==> src/rtl/uart_pkg.sv <==
// Shared UART definitions: FSM state encoding, oversample ratio and baud divider helper.
// The PARITY state exists only when UART_RX_PARITY_EN is defined.
package uart_pkg;

  localparam int unsigned OVERSAMPLE = 16;

`ifdef UART_RX_PARITY_EN
  typedef enum logic [2:0] {
    StIdle,
    StStart,
    StData,
    StParity,
    StStop
  } uart_state_e;
`else
  typedef enum logic [2:0] {
    StIdle,
    StStart,
    StData,
    StStop
  } uart_state_e;
`endif

  // Truncating division: clocks per oversample tick.
  function automatic int unsigned calc_div(input int unsigned clk_freq, input int unsigned baud);
    return clk_freq / (baud * OVERSAMPLE);
  endfunction

endpackage

==> src/rtl/uart_baud_tick.sv <==
// Free-running divider emitting a one-clock tick every DIV clocks; i_clr restarts the period.
module uart_baud_tick #(
  parameter int unsigned DIV = 27
) (
  input  logic i_clk,
  input  logic i_rst,
  input  logic i_clr,
  output logic o_tick
);

  localparam int unsigned CW = (DIV > 1) ? $clog2(DIV) : 1;

  logic [CW-1:0] r_cnt;

  assign o_tick = (r_cnt == CW'(DIV - 1));

  always_ff @(posedge i_clk or posedge i_rst) begin
    if (i_rst) begin
      r_cnt <= '0;
    end else if (i_clr || o_tick) begin
      r_cnt <= '0;
    end else begin
      r_cnt <= r_cnt + CW'(1);
    end
  end

endmodule

==> src/rtl/uart_rx.sv <==
// 16x oversampling UART receiver, 8N1 by default; define UART_RX_PARITY_EN for 8E1
// with an even-parity check and a live parity_err flag.
module uart_rx
  import uart_pkg::*;
#(
  parameter int unsigned CLK_FREQ = 50000000,
  parameter int unsigned BAUD     = 115200
) (
  input  logic       clk_50m,
  input  logic       rst,
  input  logic       rx,
  input  logic       rdy_clr,
  output logic [7:0] dout,
  output logic       rdy,
  output logic       frame_err,
  output logic       overrun,
  output logic       parity_err
);

  localparam int unsigned DIV = calc_div(CLK_FREQ, BAUD);

  logic [1:0]  r_sync;
  logic        r_rx_prev;
  uart_state_e r_state, w_state_d;
  logic [3:0]  r_tick_cnt, w_tick_cnt_d;
  logic [2:0]  r_bit_cnt, w_bit_cnt_d;
  logic [7:0]  r_shift, w_shift_d;
  logic        r_done_ok, w_done_ok;
  logic        r_done_ferr, w_done_ferr;
  logic [7:0]  r_dout;
  logic        r_rdy, r_frame_err, r_overrun;
  logic        w_rx, w_fall, w_tick, w_baud_clr, w_centre;
`ifdef UART_RX_PARITY_EN
  logic        r_par_bad, w_par_bad_d;
  logic        r_done_perr, w_done_perr;
  logic        r_parity_err;
`endif

  assign w_rx     = r_sync[1];
  assign w_fall   = r_rx_prev & ~w_rx;
  assign w_centre = w_tick && (r_tick_cnt == 4'd15);

  uart_baud_tick #(
    .DIV (DIV)
  ) u_baud_tick (
    .i_clk  (clk_50m),
    .i_rst  (rst),
    .i_clr  (w_baud_clr),
    .o_tick (w_tick)
  );

  always_comb begin
    w_state_d    = r_state;
    w_tick_cnt_d = r_tick_cnt;
    w_bit_cnt_d  = r_bit_cnt;
    w_shift_d    = r_shift;
    w_done_ok    = 1'b0;
    w_done_ferr  = 1'b0;
    w_baud_clr   = 1'b0;
`ifdef UART_RX_PARITY_EN
    w_par_bad_d  = r_par_bad;
    w_done_perr  = 1'b0;
`endif
    if (w_tick && r_state != StIdle) begin
      w_tick_cnt_d = r_tick_cnt + 4'd1;
    end
    unique case (r_state)
      StIdle: begin
        if (w_fall) begin
          w_state_d    = StStart;
          w_tick_cnt_d = 4'd0;
          w_baud_clr   = 1'b1;
        end
      end
      StStart: begin
        // Half a bit in: a line back high means the edge was a glitch.
        if (w_tick && r_tick_cnt == 4'd7) begin
          w_tick_cnt_d = 4'd0;
          w_bit_cnt_d  = 3'd0;
          w_state_d    = w_rx ? StIdle : StData;
        end
      end
      StData: begin
        if (w_centre) begin
          w_shift_d   = {w_rx, r_shift[7:1]};
          w_bit_cnt_d = r_bit_cnt + 3'd1;
          if (r_bit_cnt == 3'd7) begin
`ifdef UART_RX_PARITY_EN
            w_state_d = StParity;
`else
            w_state_d = StStop;
`endif
          end
        end
      end
`ifdef UART_RX_PARITY_EN
      StParity: begin
        if (w_centre) begin
          w_par_bad_d = w_rx ^ (^r_shift);
          w_state_d   = StStop;
        end
      end
`endif
      StStop: begin
        if (w_centre) begin
          w_state_d = StIdle;
          if (!w_rx) begin
            w_done_ferr = 1'b1;
`ifdef UART_RX_PARITY_EN
          end else if (r_par_bad) begin
            w_done_perr = 1'b1;
`endif
          end else begin
            w_done_ok = 1'b1;
          end
        end
      end
      default: w_state_d = StIdle;
    endcase
  end

  always_ff @(posedge clk_50m or posedge rst) begin
    if (rst) begin
      r_sync      <= 2'b11;
      r_rx_prev   <= 1'b1;
      r_state     <= StIdle;
      r_tick_cnt  <= 4'd0;
      r_bit_cnt   <= 3'd0;
      r_shift     <= 8'd0;
      r_done_ok   <= 1'b0;
      r_done_ferr <= 1'b0;
    end else begin
      r_sync      <= {r_sync[0], rx};
      r_rx_prev   <= w_rx;
      r_state     <= w_state_d;
      r_tick_cnt  <= w_tick_cnt_d;
      r_bit_cnt   <= w_bit_cnt_d;
      r_shift     <= w_shift_d;
      r_done_ok   <= w_done_ok;
      r_done_ferr <= w_done_ferr;
    end
  end

  // Completion beats a coincident rdy_clr so the fresh byte is never lost.
  always_ff @(posedge clk_50m or posedge rst) begin
    if (rst) begin
      r_dout      <= 8'd0;
      r_rdy       <= 1'b0;
      r_frame_err <= 1'b0;
      r_overrun   <= 1'b0;
    end else begin
      if (rdy_clr) begin
        r_rdy       <= 1'b0;
        r_frame_err <= 1'b0;
        r_overrun   <= 1'b0;
      end
      if (r_done_ok) begin
        if (!r_rdy || rdy_clr) begin
          r_dout <= r_shift;
          r_rdy  <= 1'b1;
        end else begin
          r_overrun <= 1'b1;
        end
      end
      if (r_done_ferr) begin
        r_frame_err <= 1'b1;
      end
    end
  end

`ifdef UART_RX_PARITY_EN
  always_ff @(posedge clk_50m or posedge rst) begin
    if (rst) begin
      r_par_bad    <= 1'b0;
      r_done_perr  <= 1'b0;
      r_parity_err <= 1'b0;
    end else begin
      r_par_bad   <= w_par_bad_d;
      r_done_perr <= w_done_perr;
      if (rdy_clr) begin
        r_parity_err <= 1'b0;
      end
      if (r_done_perr) begin
        r_parity_err <= 1'b1;
      end
    end
  end

  assign parity_err = r_parity_err;
`else
  assign parity_err = 1'b0;
`endif

  assign dout      = r_dout;
  assign rdy       = r_rdy;
  assign frame_err = r_frame_err;
  assign overrun   = r_overrun;

endmodule

==> config.mk <==
export PLATFORM = sky130hd
export DESIGN_NAME = uart_rx
export DESIGN_NICKNAME = d
export VERILOG_FILES = /design/src/rtl/uart_pkg.sv /design/src/rtl/uart_baud_tick.sv /design/src/rtl/uart_rx.sv
export SDC_FILE = /design/constraint.sdc
export NUM_CORES = 1
export LEC_CHECK = 0
export CAP_MARGIN = 15
export CORE_MARGIN = 5
export CORE_UTILIZATION = 43
export CTS_CLUSTER_DIAMETER = 80
export DETAILED_ROUTE_END_ITERATION = 6
export GPL_TIMING_DRIVEN = 0
export PLACE_DENSITY_LB_ADDON = 0.3
export RECOVER_POWER = 100
export SYNTH_ARGS = -nofsm -noshare
export SYNTH_HDL_FRONTEND = slang
export SYNTH_SLANG_ARGS = --single-unit
==> constraint.sdc <==
create_clock -name clk_50m -period 2.1 [get_ports clk_50m]
set_input_delay 0.525 -clock clk_50m [delete_from_list [all_inputs] [get_ports clk_50m]]
set_output_delay 0.525 -clock clk_50m [all_outputs]
set_load 0.05 [all_outputs]
**Word-level counts from Yosys, hierarchy flattened**

Cells that the tools add are included.

- Register bits: 39
- Latch bits: 0
- Memory bits (writable): 0
- ROM bits: 0
- Bits of input ports: 4
- Output and inout bits: 12
- Logic and storage cells: 75
- Memories: 0

- $add $sub $neg: 3
- $mul: 0
- Divide/modulo/power cells: 0
- Order comparisons: 0
- Eq/ne operators: 12
- Shift-type cells: 0
- Muxes and demuxes: 31
- Bitwise operators: 2
- Reduce and logical (&&, ||, !) cells: 14

Operators with widths:

| cell | number |
|---|---|
| two-way mux 3 bit | 7 |
| two-way mux 1 bit | 16 |
| two-way mux 4 bit | 3 |
| one-hot mux 3 bit (4 select lines) | 1 |
| != test 2 bit, second input constant | 5 |
| one-hot mux 4 bit (2 select lines) | 1 |
| == test 3 x 2 -> 1 bit, second input constant | 2 |
| one-hot mux 3 bit (2 select lines) | 1 |
| adder 5 x 1 -> 5 bit, second input constant | 1 |
| == test 5 bit, second input constant | 1 |
| two-way mux 5 bit | 1 |
| AND reduction 5 bit | 1 |
| adder 4 x 1 -> 4 bit, second input constant | 1 |
| == test 4 x 3 -> 1 bit, second input constant | 1 |
| == test 4 bit, second input constant | 1 |
| AND reduction 2 bit | 2 |
| nonzero test 2 bit | 2 |
| adder 3 x 1 -> 3 bit, second input constant | 1 |
| == test 3 x 1 -> 1 bit, second input constant | 1 |
| == test 3 bit, second input constant | 1 |
| logical AND 1 bit | 3 |
| zero test 3 bit | 1 |
| AND reduction 3 bit | 1 |
| nonzero test 3 bit | 1 |
| other kinds (5) | 6 |

**Longest topological paths before layout**

- Depth after elaboration: 6
- Mapped depth: 6
- Mapped depth without buffers: 6

**Cells and area by module**

From an unflattened synthesis, not the netlist that was laid out.

- Cells, all modules: 135
- Area, all modules: 1724.2 um^2

Modules (own cells, without submodules):

| module | times used | cells an instance | area each (um^2) | seq. area each (um^2) |
|---|---|---|---|---|
| uart_rx | 1 | 112 | 1436.4 | 829.5 |
| uart_baud_tick | 1 | 23 | 287.8 | 125.1 |

**Least setup slack after synthesis**

OpenSTA, ideal clock, no wires.

- Kind: register to register
- Start: reg u_baud_tick.r_cnt[0]
- End: reg r_shift[0]
- Library setup time: 125 ps
- Data arrival time: 1656 ps
- Required time: 1975 ps
- Setup slack: 319 ps
- Stages on the path, launching flop included: 6
- Path buffers: 0
- Period minus slack after synthesis: 1781 ps
- Cells stage by stage: dfrtp_1 inv_1 ha_1 nand4b_4 nor4_4 mux2_2

- Word-level cells in the longest chain between the ends: 3

RTL lines:

| element | line | source |
|---|---|---|
| from (decl) | uart_baud_tick.sv:13 | `logic [CW-1:0] r_cnt;` |
| from (signal assigned) | uart_baud_tick.sv:23 | `r_cnt <= r_cnt + CW'(1);` |
| == test 5 bit | uart_baud_tick.sv:15 | `assign o_tick = (r_cnt == CW'(DIV - 1));` |
| logical AND 1 bit | uart_rx.sv:41 | `assign w_centre = w_tick && (r_tick_cnt == 4'd15);` |
| AND reduction 2 bit (no source line) | -- |  |
| to (signal assigned) | uart_rx.sv:138 | `r_shift <= w_shift_d;` |
| to (decl) | uart_rx.sv:27 | `logic [7:0] r_shift, w_shift_d;` |

Every way passes these cells.
A chain may end at the register's enable or synchronous reset.

**Worst setup path in the final report**

- Start: reg r_dout[4] (netlist: dout[4])
- End: out dout[4]

RTL lines:

| element | line | source |
|---|---|---|
| from (decl) | uart_rx.sv:30 | `logic [7:0] r_dout;` |
| from (signal assigned) | uart_rx.sv:159 | `r_dout <= r_shift;` |
| to (decl) | uart_rx.sv:13 | `output logic [7:0] dout,` |

No word-level cell between the ends.

==> metrics.csv <==
metric;value;unit
post_cts resized;0;
final design utilization;53.0;%
Final Cell Area;1950;um2
DP Worst Slack;0.0928;ns
CP Max Fanout;2;
Syn Area/Cell;12.5;um2
Syn Nets;141;
Tmin final;2.02;ns
Worst-Margin Slew;0.549;ns
CP Class;reg2out;
cell with the most instances after synthesis;dfrtp_1;
CP max stage delay;0.87;ns
max frequency;494;MHz
layout cells sized above 1;21.2;%
Ports;16;
#FFs+latches synth;38;
DP Area;1880;um2
vias in the first global route;1065;
# DRC;0;
crit end category;output port;
Worst EP arrival;1.50;ns
slowest CP cell;dlygate4sd3_1;
DIE AREA;5180;um2
CTS Buffer Depth;2;
chip width;72.0;um
fin nets;164;
DR WL/cell;13.5;um
CP top delay family;buffers and inverters;
register area;955;um2
first-pass GRT wire length;4910;um
Root Buffer;clkbuf_8;
final period utilization;96.3;%
LEAKAGE;0.963;nW
gpl congestion;0.801;
Area Overhead vs Synth;18.3;%
vias per cell;5.17;
RSZ-0062 raised after global routing;false;
Post-synth EDFFs;0;
yosys synthesis warning count;0;
WP data required;1.57;ns
sequential area share after synthesis;57.8;%
final wirelength;2750;um
CTS tree;built;
FFs w/ async S/R, synth;100;%
top cell type's share of synthesized area;53.0;%
Worst-path clk slew;0.07;ns
Synth area leader;dfrtp_1;
Max VDD drop;498;uV
startpoint type of the worst setup path;flop;
H-Tree Depth;2;
DP Cell Count;195;
final hold vios;0;
total number of vias;1054;
cells along the critical path;dlygate4sd3_1;
1st-iter DRT viols;54;
hpwl dp;2020;um
top cells by instance count after synthesis;35 x dfrtp_1, 16 x mux2_2, 13 x nor2_1;
Synth Instances;132;
fin worst setup slack;0.0768;ns
Synth Cell Area;1650;um2
status;finished clean;
top post-synthesis cells by area;dfrtp_1 53%, mux2_2 11%, dfstp_2 4.8%, ha_1 3.8%, nor2_1 3.0%;
top_reg_cell synth;dfrtp_1;
Pwr Total;1.71;mW
Skew-Pair Late Insertion Delay;0.29;ns
ant diodes;0;
Crit path buffers/inverters;1;
pin count of the biggest net entering global routing;25;
Post-DRT Antenna Nets;0;
Multi-input gate area;644;um2
initial antenna violation count;0;
total gr overflow;0;
die height;72.0;um
global-route usage over all layers;12.3;%
clock skew;0.00522;ns
# setup viols final;0;
Finished Layout Cells;204;
core area;3690;um2
max_slew headroom;63.0;%
Port Buffers;14;
first drt pass iteration count;4;
Distinct cells, synth;32;
clk sinks;38;
Max-cap violations;0;
Hold WC Path Type;reg2reg;
Filler Cells Inserted;331;
CTS Buf Count;5;
initial core utilization;44.8;%
final max-slew violation count;0;
Rows;22;
PD cells;877;nW/um2
repair_timing:
item | CTS | global route
setup endpoints to repair | 0 | 8
hold buffers | 0 | 0
buffers inserted | 0 | 1
kinds of logic after synthesis:
logic type                 Yosys count  synth area share, %
AOI/OAI and AO/OA                   17                 6.29
other                                1                0.227
and+or+nand+nor                     38                 13.9
xor gates and xnor gates             7                 3.71
DFF                                 38                 57.8
adders and majority gates            5                 3.79
muxes                               18                 12.1
buffers and inverters                8                 2.20
metal layers:
layer  wire, um  vias up  track usage [%]  share of wire [%]
li1           -      502                -                  -
met1       1220      522             15.7                 44
met2       1330       24             18.9                 48
met3        154        6             5.12                5.6
met4         39        0             4.18                1.4
met5          0        -                0                  0
area by class of cell:
| cell class | instances | area share (%) |
|---|---|---|
| Sequential cell | 38 | 48.9 |
| Multi-Input combinational cell | 86 | 33.0 |
| Timing Repair Buffer | 16 | 7.69 |
| Clock buffer | 5 | 3.52 |
| Tap cell | 48 | 3.07 |
| Clock inverter | 3 | 2.05 |
| Buffer | 4 | 1.02 |
| Inverter | 4 | 0.769 |
worst paths after layout:
path                         endpoint  slack, ns  cells after the start                 start
setup / recovery              dout[4]       0.08                      1               dout[4]
hold / removal              r_sync[1]       0.36                      0             r_sync[0]
max in group asynchronous   r_rx_prev       0.45                      3                   rst
min in group asynchronous  r_shift[0]       0.71                      2                   rst
setup reg to reg           r_shift[0]       0.22                      6  u_baud_tick.r_cnt[0]
hold reg to reg             r_sync[1]       0.36                      0             r_sync[0]
cells in the final DEF, fill, tap and decap left out, drive strengths merged:
cell type,netlist,routed
dfrtp,35,35
mux2,16,16
nor2,13,13
nand2,9,9
clkdlybuf4s50,0,9
clkbuf,1,9
o21ai,7,7
ha,5,5
dlygate4sd3,0,5
inv,4,4
xor2,4,4
nand3,4,4
xnor2,3,3
nand2b,3,3
a31oi,3,3
dfstp,3,3
a21oi,2,2
and3,2,2
mux2i,2,2
clkinv,0,2
buf,3,2
nand4b,1,1
nor3,1,1
a211oi,1,1
nor4,1,1
o32a,1,1
or2,1,1
and4b,1,1
nand4,1,1
nor4bb,1,1
o31ai,1,1
a21boi,1,1
a21o,1,1
conb,1,1
bufinv,0,1
power breakdown:
group          leakage (nW)  internal [mW]  total [mW]  switching (mW)
Clock                0.0579          0.349       0.600           0.251
Combinational         0.403          0.105       0.222           0.117
Sequential            0.502          0.810       0.891          0.0814
Total                 0.963           1.26        1.71           0.449
state kept, by name, indices dropped and copies added (netlist names):
name and cells:
r_state 2, r_done_ok 1, r_tick_cnt 4, overrun 1, r_done_ferr 1, frame_err 1, r_sync 2, rdy 1
u_baud_tick.r_cnt 5, r_shift 8, r_rx_prev 1, r_bit_cnt 3, dout 8
per-stage QoR:
stage	setup TNS (ns)	hold WS, ns
floorplan	0	0.345
global placement	-0.949	0.346
detailed placement	0	0.348
CTS	0	0.359
global route	0	0.372
finish	0	0.363
Note: power is estimated with default switching activity, not from simulation.
